## config.mk

```make
export PLATFORM = sky130hd
export DESIGN_NAME = mem_arbiter
export DESIGN_NICKNAME = d
export VERILOG_FILES = /design/src/rtl/mem_arbiter.sv
export SDC_FILE = /design/constraint.sdc
export NUM_CORES = 1
export LEC_CHECK = 0
export CORE_AREA = 4 4 315 317
export DETAILED_ROUTE_END_ITERATION = 7
export DIE_AREA = 0 0 319 321
export PLACE_DENSITY = 0.4
export SYNTH_ARGS = -nofsm -noshare
export SYNTH_HDL_FRONTEND = slang
export SYNTH_SLANG_ARGS = --single-unit
```

## constraint.sdc

```tcl
create_clock -name clk -period 3.38 [get_ports clk]
set_input_delay 0.338 -clock clk [delete_from_list [all_inputs] [get_ports clk]]
set_output_delay 0.338 -clock clk [all_outputs]
set_load 0.01 [all_outputs]
```

## src/rtl/mem_arbiter.sv

```systemverilog
// mem_arbiter: two-port round-robin arbiter and access sequencer for the
// shared 128-bit-block main memory.
//
// Only one request is in flight at a time. After a request is accepted, the
// arbiter waits MEM_LATENCY cycles, performs the transfer (write strobe or
// read capture), and then pulses done to the port that owns the request.
//
// Ports:
//   clk, reset        rising-edge clock, synchronous active-high reset
//   req0_* / req1_*   per-port request: valid, write, addr (byte address,
//                     bits [3:0] ignored), wdata; responses accept, done,
//                     rdata (held until the next read on that port completes)
//   mem_read_write    single-cycle write strobe to mem
//   mem_address       block address to mem ([3:0] always 0)
//   mem_writeData     write block to mem
//   mem_readData      block returned by mem (combinational)
//   busy              high whenever a request is in flight
//
// Legal MEM_LATENCY range is 1..255.
module mem_arbiter #(
    parameter int MEM_LATENCY = 4
) (
    input  logic         clk,
    input  logic         reset,
    input  logic         req0_valid,
    input  logic         req0_write,
    input  logic [9:0]   req0_addr,
    input  logic [127:0] req0_wdata,
    output logic         req0_accept,
    output logic         req0_done,
    output logic [127:0] req0_rdata,
    input  logic         req1_valid,
    input  logic         req1_write,
    input  logic [9:0]   req1_addr,
    input  logic [127:0] req1_wdata,
    output logic         req1_accept,
    output logic         req1_done,
    output logic [127:0] req1_rdata,
    output logic         mem_read_write,
    output logic [9:0]   mem_address,
    output logic [127:0] mem_writeData,
    input  logic [127:0] mem_readData,
    output logic         busy
);
    // state | meaning
    // IDLE  | no request in flight; arbitrate and accept one
    // WAIT  | modelling memory latency, cnt counts down to 0
    // XFER  | one cycle: write strobe, or read data captured at its end
    // DONE  | one cycle: done pulse to the granted port
    typedef enum logic [1:0] {
        IDLE = 2'd0,
        WAIT = 2'd1,
        XFER = 2'd2,
        DONE = 2'd3
    } state_t;

    localparam logic [7:0] CNT_LOAD = 8'(MEM_LATENCY - 1);

    state_t       state;
    state_t       state_nxt;
    logic         gnt;
    logic         wr;
    logic         last;
    logic [9:0]   addr;
    logic [127:0] wdata;
    logic [7:0]   cnt;
    logic [127:0] rdata0;
    logic [127:0] rdata1;
    logic         any_req;
    logic         sel;

    // On a tie the port that was not granted last wins; otherwise whichever
    // port is requesting.
    always_comb begin
        any_req = req0_valid | req1_valid;
        sel     = (req0_valid & req1_valid) ? ~last : req1_valid;
    end

    always_ff @(posedge clk) begin
        if (reset) begin
            state <= IDLE;
        end else begin
            state <= state_nxt;
        end
    end

    always_comb begin
        state_nxt      = state;
        req0_accept    = 1'b0;
        req1_accept    = 1'b0;
        req0_done      = 1'b0;
        req1_done      = 1'b0;
        mem_read_write = 1'b0;
        busy           = (state != IDLE);
        case (state)
            IDLE: begin
                if (any_req) begin
                    state_nxt   = WAIT;
                    req0_accept = ~sel;
                    req1_accept = sel;
                end
            end
            WAIT: begin
                if (cnt == 8'd0) begin
                    state_nxt = XFER;
                end
            end
            XFER: begin
                mem_read_write = wr;
                state_nxt      = DONE;
            end
            DONE: begin
                req0_done = ~gnt;
                req1_done = gnt;
                state_nxt = IDLE;
            end
            default: state_nxt = IDLE;
        endcase
        // A request being aborted by reset must not strobe mem or signal
        // completion, even in the cycle reset is first seen.
        if (reset) begin
            req0_accept    = 1'b0;
            req1_accept    = 1'b0;
            req0_done      = 1'b0;
            req1_done      = 1'b0;
            mem_read_write = 1'b0;
            busy           = 1'b0;
        end
    end

    always_ff @(posedge clk) begin
        if (reset) begin
            gnt    <= 1'b0;
            wr     <= 1'b0;
            last   <= 1'b1;
            addr   <= 10'd0;
            wdata  <= 128'd0;
            cnt    <= 8'd0;
            rdata0 <= 128'd0;
            rdata1 <= 128'd0;
        end else begin
            case (state)
                IDLE: begin
                    if (any_req) begin
                        gnt   <= sel;
                        last  <= sel;
                        wr    <= sel ? req1_write : req0_write;
                        addr  <= (sel ? req1_addr : req0_addr) & 10'h3F0;
                        wdata <= sel ? req1_wdata : req0_wdata;
                        cnt   <= CNT_LOAD;
                    end
                end
                WAIT: begin
                    if (cnt != 8'd0) begin
                        cnt <= cnt - 8'd1;
                    end
                end
                XFER: begin
                    if (!wr) begin
                        if (gnt) begin
                            rdata1 <= mem_readData;
                        end else begin
                            rdata0 <= mem_readData;
                        end
                    end
                end
                default: ;
            endcase
        end
    end

    // Address and data come straight from the grant latches, so they hold
    // their values through IDLE and DONE and are stable around the strobe.
    assign mem_address   = addr;
    assign mem_writeData = wdata;
    assign req0_rdata    = rdata0;
    assign req1_rdata    = rdata1;

endmodule

```

# Word-level counts from Yosys, hierarchy flattened
# Index checks and enable logic that the tools add are counted.
totals:
  regBits: 403
  latch_bits: 0
  mem_bits_rw: 0
  romBits: 0
  in_bits: 410
  output_inout_bits: 400
  elab_cells: 55
  n_memories: 0
op_classes:
  addsub: 1
  multipliers: 0
  n_div: 0
  magnitude_cmp: 0
  eq_ne: 6
  shifts: 0
  mux: 23
  n_bitwise: 6
  n_reduce_logical: 10
ops:
  columns: ["cell", "count"]
  rows:
  - ["$mux 128", 1]
  - ["$mux 8", 2]
  - ["$pmux 8 s2", 1]
  - ["$mux 1", 15]
  - ["$mux 10", 1]
  - ["$reduce_and 3->1", 3]
  - ["$logic_not 8->1", 1]
  - ["$pmux 2 s4", 1]
  - ["$reduce_bool 8->1", 1]
  - ["$sub 8x1->8 const B", 1]
  - ["$ne 2x2->1 const B", 3]
  - ["$eq 2x2->1 const B", 2]
  - ["$mux 2", 2]
  - ["$not 1->1", 4]
  - ["$reduce_and 2->1", 2]
  - ["$reduce_bool 2->1", 2]
  - ["$eq 2x1->1 const B", 1]
  - ["$logic_not 2->1", 1]
  - ["$and 1x1->1", 1]
  - ["$or 1x1->1", 1]

# Depth between registers and ports, before layout
depth:
  depth_word: 6
  depth_mapped: 9
  depth_no_buf: 6

# Least setup slack after synthesis
# No wires, ideal clock.
synth_timing:
  path_type: "register to register"
  from: "register state[0]"
  to: "register cnt[7]"
  setup_time_ps: 70
  t_arrival_ps: 1906
  required_time_ps: 3310
  path_slack_ps: 1404
  path_stages_with_launch: 8
  path_buffers: 1
  period_less_slack_ps: 1976
  path_cell_list: "dfxtp_1 -> inv_1 -> ha_1 -> buf_6 -> nor3b_4 -> or4_4 -> or4_1 -> a21oi_1"
synth_between:
  elab_chain_len: 3
  elab_cells_between_ends: 7
  classes_between: "3 x eq/ne; 1 x mux; 3 x reduce/logical"
synth_rtl:
  columns: ["element", "line_no", "rtl"]
  rows:
  - ["start, declared", "59", "state_t state;"]
  - ["start signal, assigned", "83", "state <= state_nxt;"]
  - ["$eq 2x1->1 or $logic_not 2->1 (tied branches)", "142", "case (state)"]
  - ["$ne 2x2->1 (no source line) or $reduce_bool 2->1 (tied branches)", null, null]
  - ["$reduce_and 3->1 (no source line)", null, null]
  - ["end signal, assigned", "155", "cnt <= cnt - 8'd1;"]
  - ["end, declared", "66", "logic [7:0] cnt;"]
# Several ways; a longest one is shown, not always the timed one.
# A chain may end at the register's enable or synchronous reset.

# Worst setup path after layout
layout_timing:
  from: "register state[1]"
  to: "output port req1_accept"
layout_between:
  elab_chain_len: 3
layout_rtl:
  columns: ["element", "line_no", "rtl"]
  rows:
  - ["$logic_not 2->1", "95", "case (state)"]
  - ["$mux 1", "95", null]
  - ["$mux 1", "121", "if (reset) begin"]
  - ["end, declared", "36", "output logic req1_accept,"]
# No other way between the ends.

==> results.sh <==
export IMPL_cts_max_level=2
export IMPL_postSynth_topFlopCell="sky130_fd_sc_hd__dfxtp_1"
export IMPL_critPathArrivalTime_ns=2.60
export IMPL_async_flop_share=0
export IMPL_area_growth_synth_to_final_pct=75.9
export IMPL_netSwitchingFraction=0.304
export IMPL_post_cts_resized=0
export IMPL_die_area_um2=102000
export IMPL_clockBufferDepth=3
export IMPL_total_switching_power_mw=5.04
export IMPL_finalWeightedCongestion=0.821
export IMPL_synth_cell_area_um2=14800
export IMPL_dieHeight_um=321
export IMPL_drt_vias_per_instance=4.01
export IMPL_coreArea_um2=96300
export IMPL_grt_pass1_vias=15600
export IMPL_drt_pass1_iterations=4
export IMPL_global_route_overflow_total=0
export IMPL_port_buffer_count=797
export IMPL_synthesis_instances=1708
export IMPL_req_time_crit_path_ns=3.04
export IMPL_root_buffer="sky130_fd_sc_hd__clkbuf_16"
export IMPL_wire_length_of_the_first_global_routing_pass_mm=107
export IMPL_num_rows=114
export IMPL_synth_seq_cells=403
export IMPL_number_of_flops_mapped_to_enable_cells_by_yosys=0
export IMPL_number_of_warnings_reported_in_the_yosys_synthesis_log=0
export IMPL_detail_route_iter0_violations=643
export IMPL_finalClockSkew_ns=0.0269
export IMPL_path_buf_inv=2
export IMPL_finalWorstPathRequiredPeriod_ns=2.94
export IMPL_p_per_area_nw_per_um2=639
export IMPL_power_frac_comb=0.291
export IMPL_hp_class="in -> reg"
export IMPL_p_leak_nw=8.97
export IMPL_setup_tns_final_ns=0
export IMPL_totalPowerFinal_mw=16.6
export IMPL_final_setup_viol_count=0
export IMPL_dp_final_hpwl_mm=55.2
export IMPL_worst_setup_path_end_kind="output port"
export IMPL_clk_pin_slew_ns=0.06
export IMPL_initial_standard_cell_utilization_of_the_core=0.153
export IMPL_slew_headroom=0.209
export IMPL_dr_total_vias=15100
export IMPL_tritoncts_clock_tree="yes"
export IMPL_hold_buffers=0
export IMPL_maximum_number_of_pins_on_one_net_before_global_route_repair=158
export IMPL_clock_latency_ns=0.62
export IMPL_drive_gt1_frac=0.0525
export IMPL_die_wd_um=319
export IMPL_dpl_cell_count=3675
export IMPL_cts_buffers=52
export IMPL_critical_path_top_delay_family="buffers and inverters"
export IMPL_final_instance_count_excl_fill=3776
export IMPL_layout_nets=2869
export IMPL_grt_util_all_layers=0.137
export IMPL_tritoncts_sinks=403
export IMPL_max_slew_worst_pin_slew_ns=1.18
export IMPL_relative_contribution_of_sequential_cells_to_total_power=0.364
export IMPL_route_final_wire_length_mm=74.2
export IMPL_drv_cap=0
export IMPL_avg_synthesized_cell_area_um2=8.64
export IMPL_wl_per_cell_um=19.6
export IMPL_drc_errors=0
export IMPL_layout_worst_path_cycle_share=0.870
export IMPL_crit_path_start_kind="flip-flop"
export IMPL_critPathKind="reg -> out"
export IMPL_crit_fanout=10
export IMPL_timing_critical_path_slowest_stage_cell="sky130_fd_sc_hd__clkdlybuf4s50_1"
export IMPL_max_freq_mhz=340
export IMPL_synthDistinctLibCells=43
export IMPL_layout_common_cells="796 x sky130_fd_sc_hd__clkdlybuf4s50_1, 524 x sky130_fd_sc_hd__nand2_1, 403 x sky130_fd_sc_hd__dfxtp_1, 274 x sky130_fd_sc_hd__a21oi_1, 88 x sky130_fd_sc_hd__a221o_1"
export IMPL_seq_area_frac_synth=0.547
export IMPL_layout_cells_most_common="sky130_fd_sc_hd__clkdlybuf4s50_1"
export IMPL_pin_count=810
export IMPL_drtAntennaViolNets=0
export IMPL_timing_final_hold_violations=0
export IMPL_status="finished clean"
export IMPL_cell_internal_pwr_mw=11.5
export IMPL_cts_setup_buffers=0
export IMPL_grt_antenna_before_repair=13
export IMPL_grt_setup_unrepaired="no"
export IMPL_cp_slowest_stage_delay_ns=0.65
export IMPL_maxSlewViolCount=0
export IMPL_ir_drop_mv=0.340
export IMPL_pwr_share_clk=0.345
export IMPL_cp_cell_sequence="inv_1, ha_1, nand2_1, a21oi_1, nor2b_4, clkdlybuf4s50_1"
[area by class of cell]
| type | instances | area (um2) |
|---|---|---|
| inverter | 6 | 22.5 |
| timing repair buffer | 828 | 8330 |
| clock inverter | 11 | 130 |
| clock buffer | 83 | 1650 |
| tap | 1276 | 1600 |
| multi-input combinational | 1162 | 6150 |
| fill | 10300 | 70300 |
| sequential | 403 | 8070 |
| antenna | 7 | 17.5 |
[power by group through the flow]
stage | registers [mW] | clock network [mW] | logic, mW
final | 6.04 | 5.72 | 4.82
after global routing | 6.16 | 6.14 | 5.21
after CTS | 6.05 | 5.97 | 4.92
after detailed placement | 6.15 | 0 | 4.89
after global placement | 6.10 | 0 | 4.87
after floorplan | 6.42 | 0 | 1.72
[final timing paths]
check | slack, ns | from | depth (start not counted) | end
max | 0.44 | state[1] | 6 | req1_accept
min | 0.14 | reset | 2 | req1_rdata[89]
max reg2reg | 0.93 | state[0] | 6 | req1_rdata[23]
min reg2reg | 0.45 | req0_rdata[38] | 2 | req0_rdata[38]
[cell families after synthesis]
family / count (synthesis) / synth area share
AOI/OAI and AO/OA: 430 / 0.186
other: 1 / 0.000254
muxes: 37 / 0.0251
and+or+nand+nor: 685 / 0.196
adders and majority gates: 6 / 0.00509
buffers and inverters: 146 / 0.0405
DFF: 403 / 0.547
[state kept, by name, summed over array words and instances (netlist names)]
register       flops
gnt                1
mem_writeData    128
req1_rdata       128
req0_rdata       128
mem_address        6
last               1
wr                 1
state              2
cnt                8
[layer usage]
metal	wire [um]	vias to the layer above	part of all wire	global-route usage
met5	26	-	0.00035	0
met3	7340	114	0.099	0.0588
met1	28000	7128	0.38	0.148
met4	2260	4	0.030	0.0490
li1	-	7317	-	-
met2	36600	586	0.49	0.241
[worst register-to-register path, delay by kind of cell (launching register included)]
kind,cells,cell delay (ns)
DFF,1,0.34
and+or+nand+nor,2,1.00
buffers and inverters,2,0.66
adders and majority gates,1,0.25
AOI/OAI and AO/OA,1,0.07
[per-stage QoR]
step | setup slack [ns] | cell area, um2 | hold slack, ns | utilization
2_1_floorplan | 1.40 | 14800 | 0.447 | -
3_3_place_gp | 0.764 | 24200 | 0.442 | 0.251
3_5_place_dp | 0.743 | 24200 | 0.446 | 0.251
4_1_cts | 0.233 | 25900 | 0.106 | 0.269
5_1_grt | 0.145 | 26000 | 0.139 | 0.270
6_report | 0.440 | 26000 | 0.144 | 0.270
[Yosys cell counts, types with 2 or more instances]
cell	n	area share
sky130_fd_sc_hd__a211oi_1	40	0.020
sky130_fd_sc_hd__a21o_1	3	0.0015
sky130_fd_sc_hd__a21oi_1	274	0.093
sky130_fd_sc_hd__a221o_1	88	0.060
sky130_fd_sc_hd__a22oi_1	10	0.0051
sky130_fd_sc_hd__and2_1	87	0.037
sky130_fd_sc_hd__and3b_1	2	0.0012
sky130_fd_sc_hd__buf_1	3	0.00076
sky130_fd_sc_hd__buf_2	13	0.0044
sky130_fd_sc_hd__buf_4	7	0.0036
sky130_fd_sc_hd__clkbuf_1	116	0.029
sky130_fd_sc_hd__dfxtp_1	403	0.55
sky130_fd_sc_hd__ha_1	6	0.0051
sky130_fd_sc_hd__inv_1	6	0.0015
sky130_fd_sc_hd__mux2i_1	37	0.025
sky130_fd_sc_hd__nand2_1	524	0.13
sky130_fd_sc_hd__nand2b_1	2	0.00085
sky130_fd_sc_hd__nand3_1	2	0.00068
sky130_fd_sc_hd__nand3b_1	2	0.0010
sky130_fd_sc_hd__nor2_1	45	0.011
sky130_fd_sc_hd__nor3b_1	3	0.0015
sky130_fd_sc_hd__o21ai_0	5	0.0017
sky130_fd_sc_hd__o31ai_1	4	0.0020
sky130_fd_sc_hd__or2_2	2	0.00085
sky130_fd_sc_hd__or3_1	2	0.00085
sky130_fd_sc_hd__or3b_2	2	0.0012
sky130_fd_sc_hd__or4_1	4	0.0020
(Power assumes the default switching activity.)
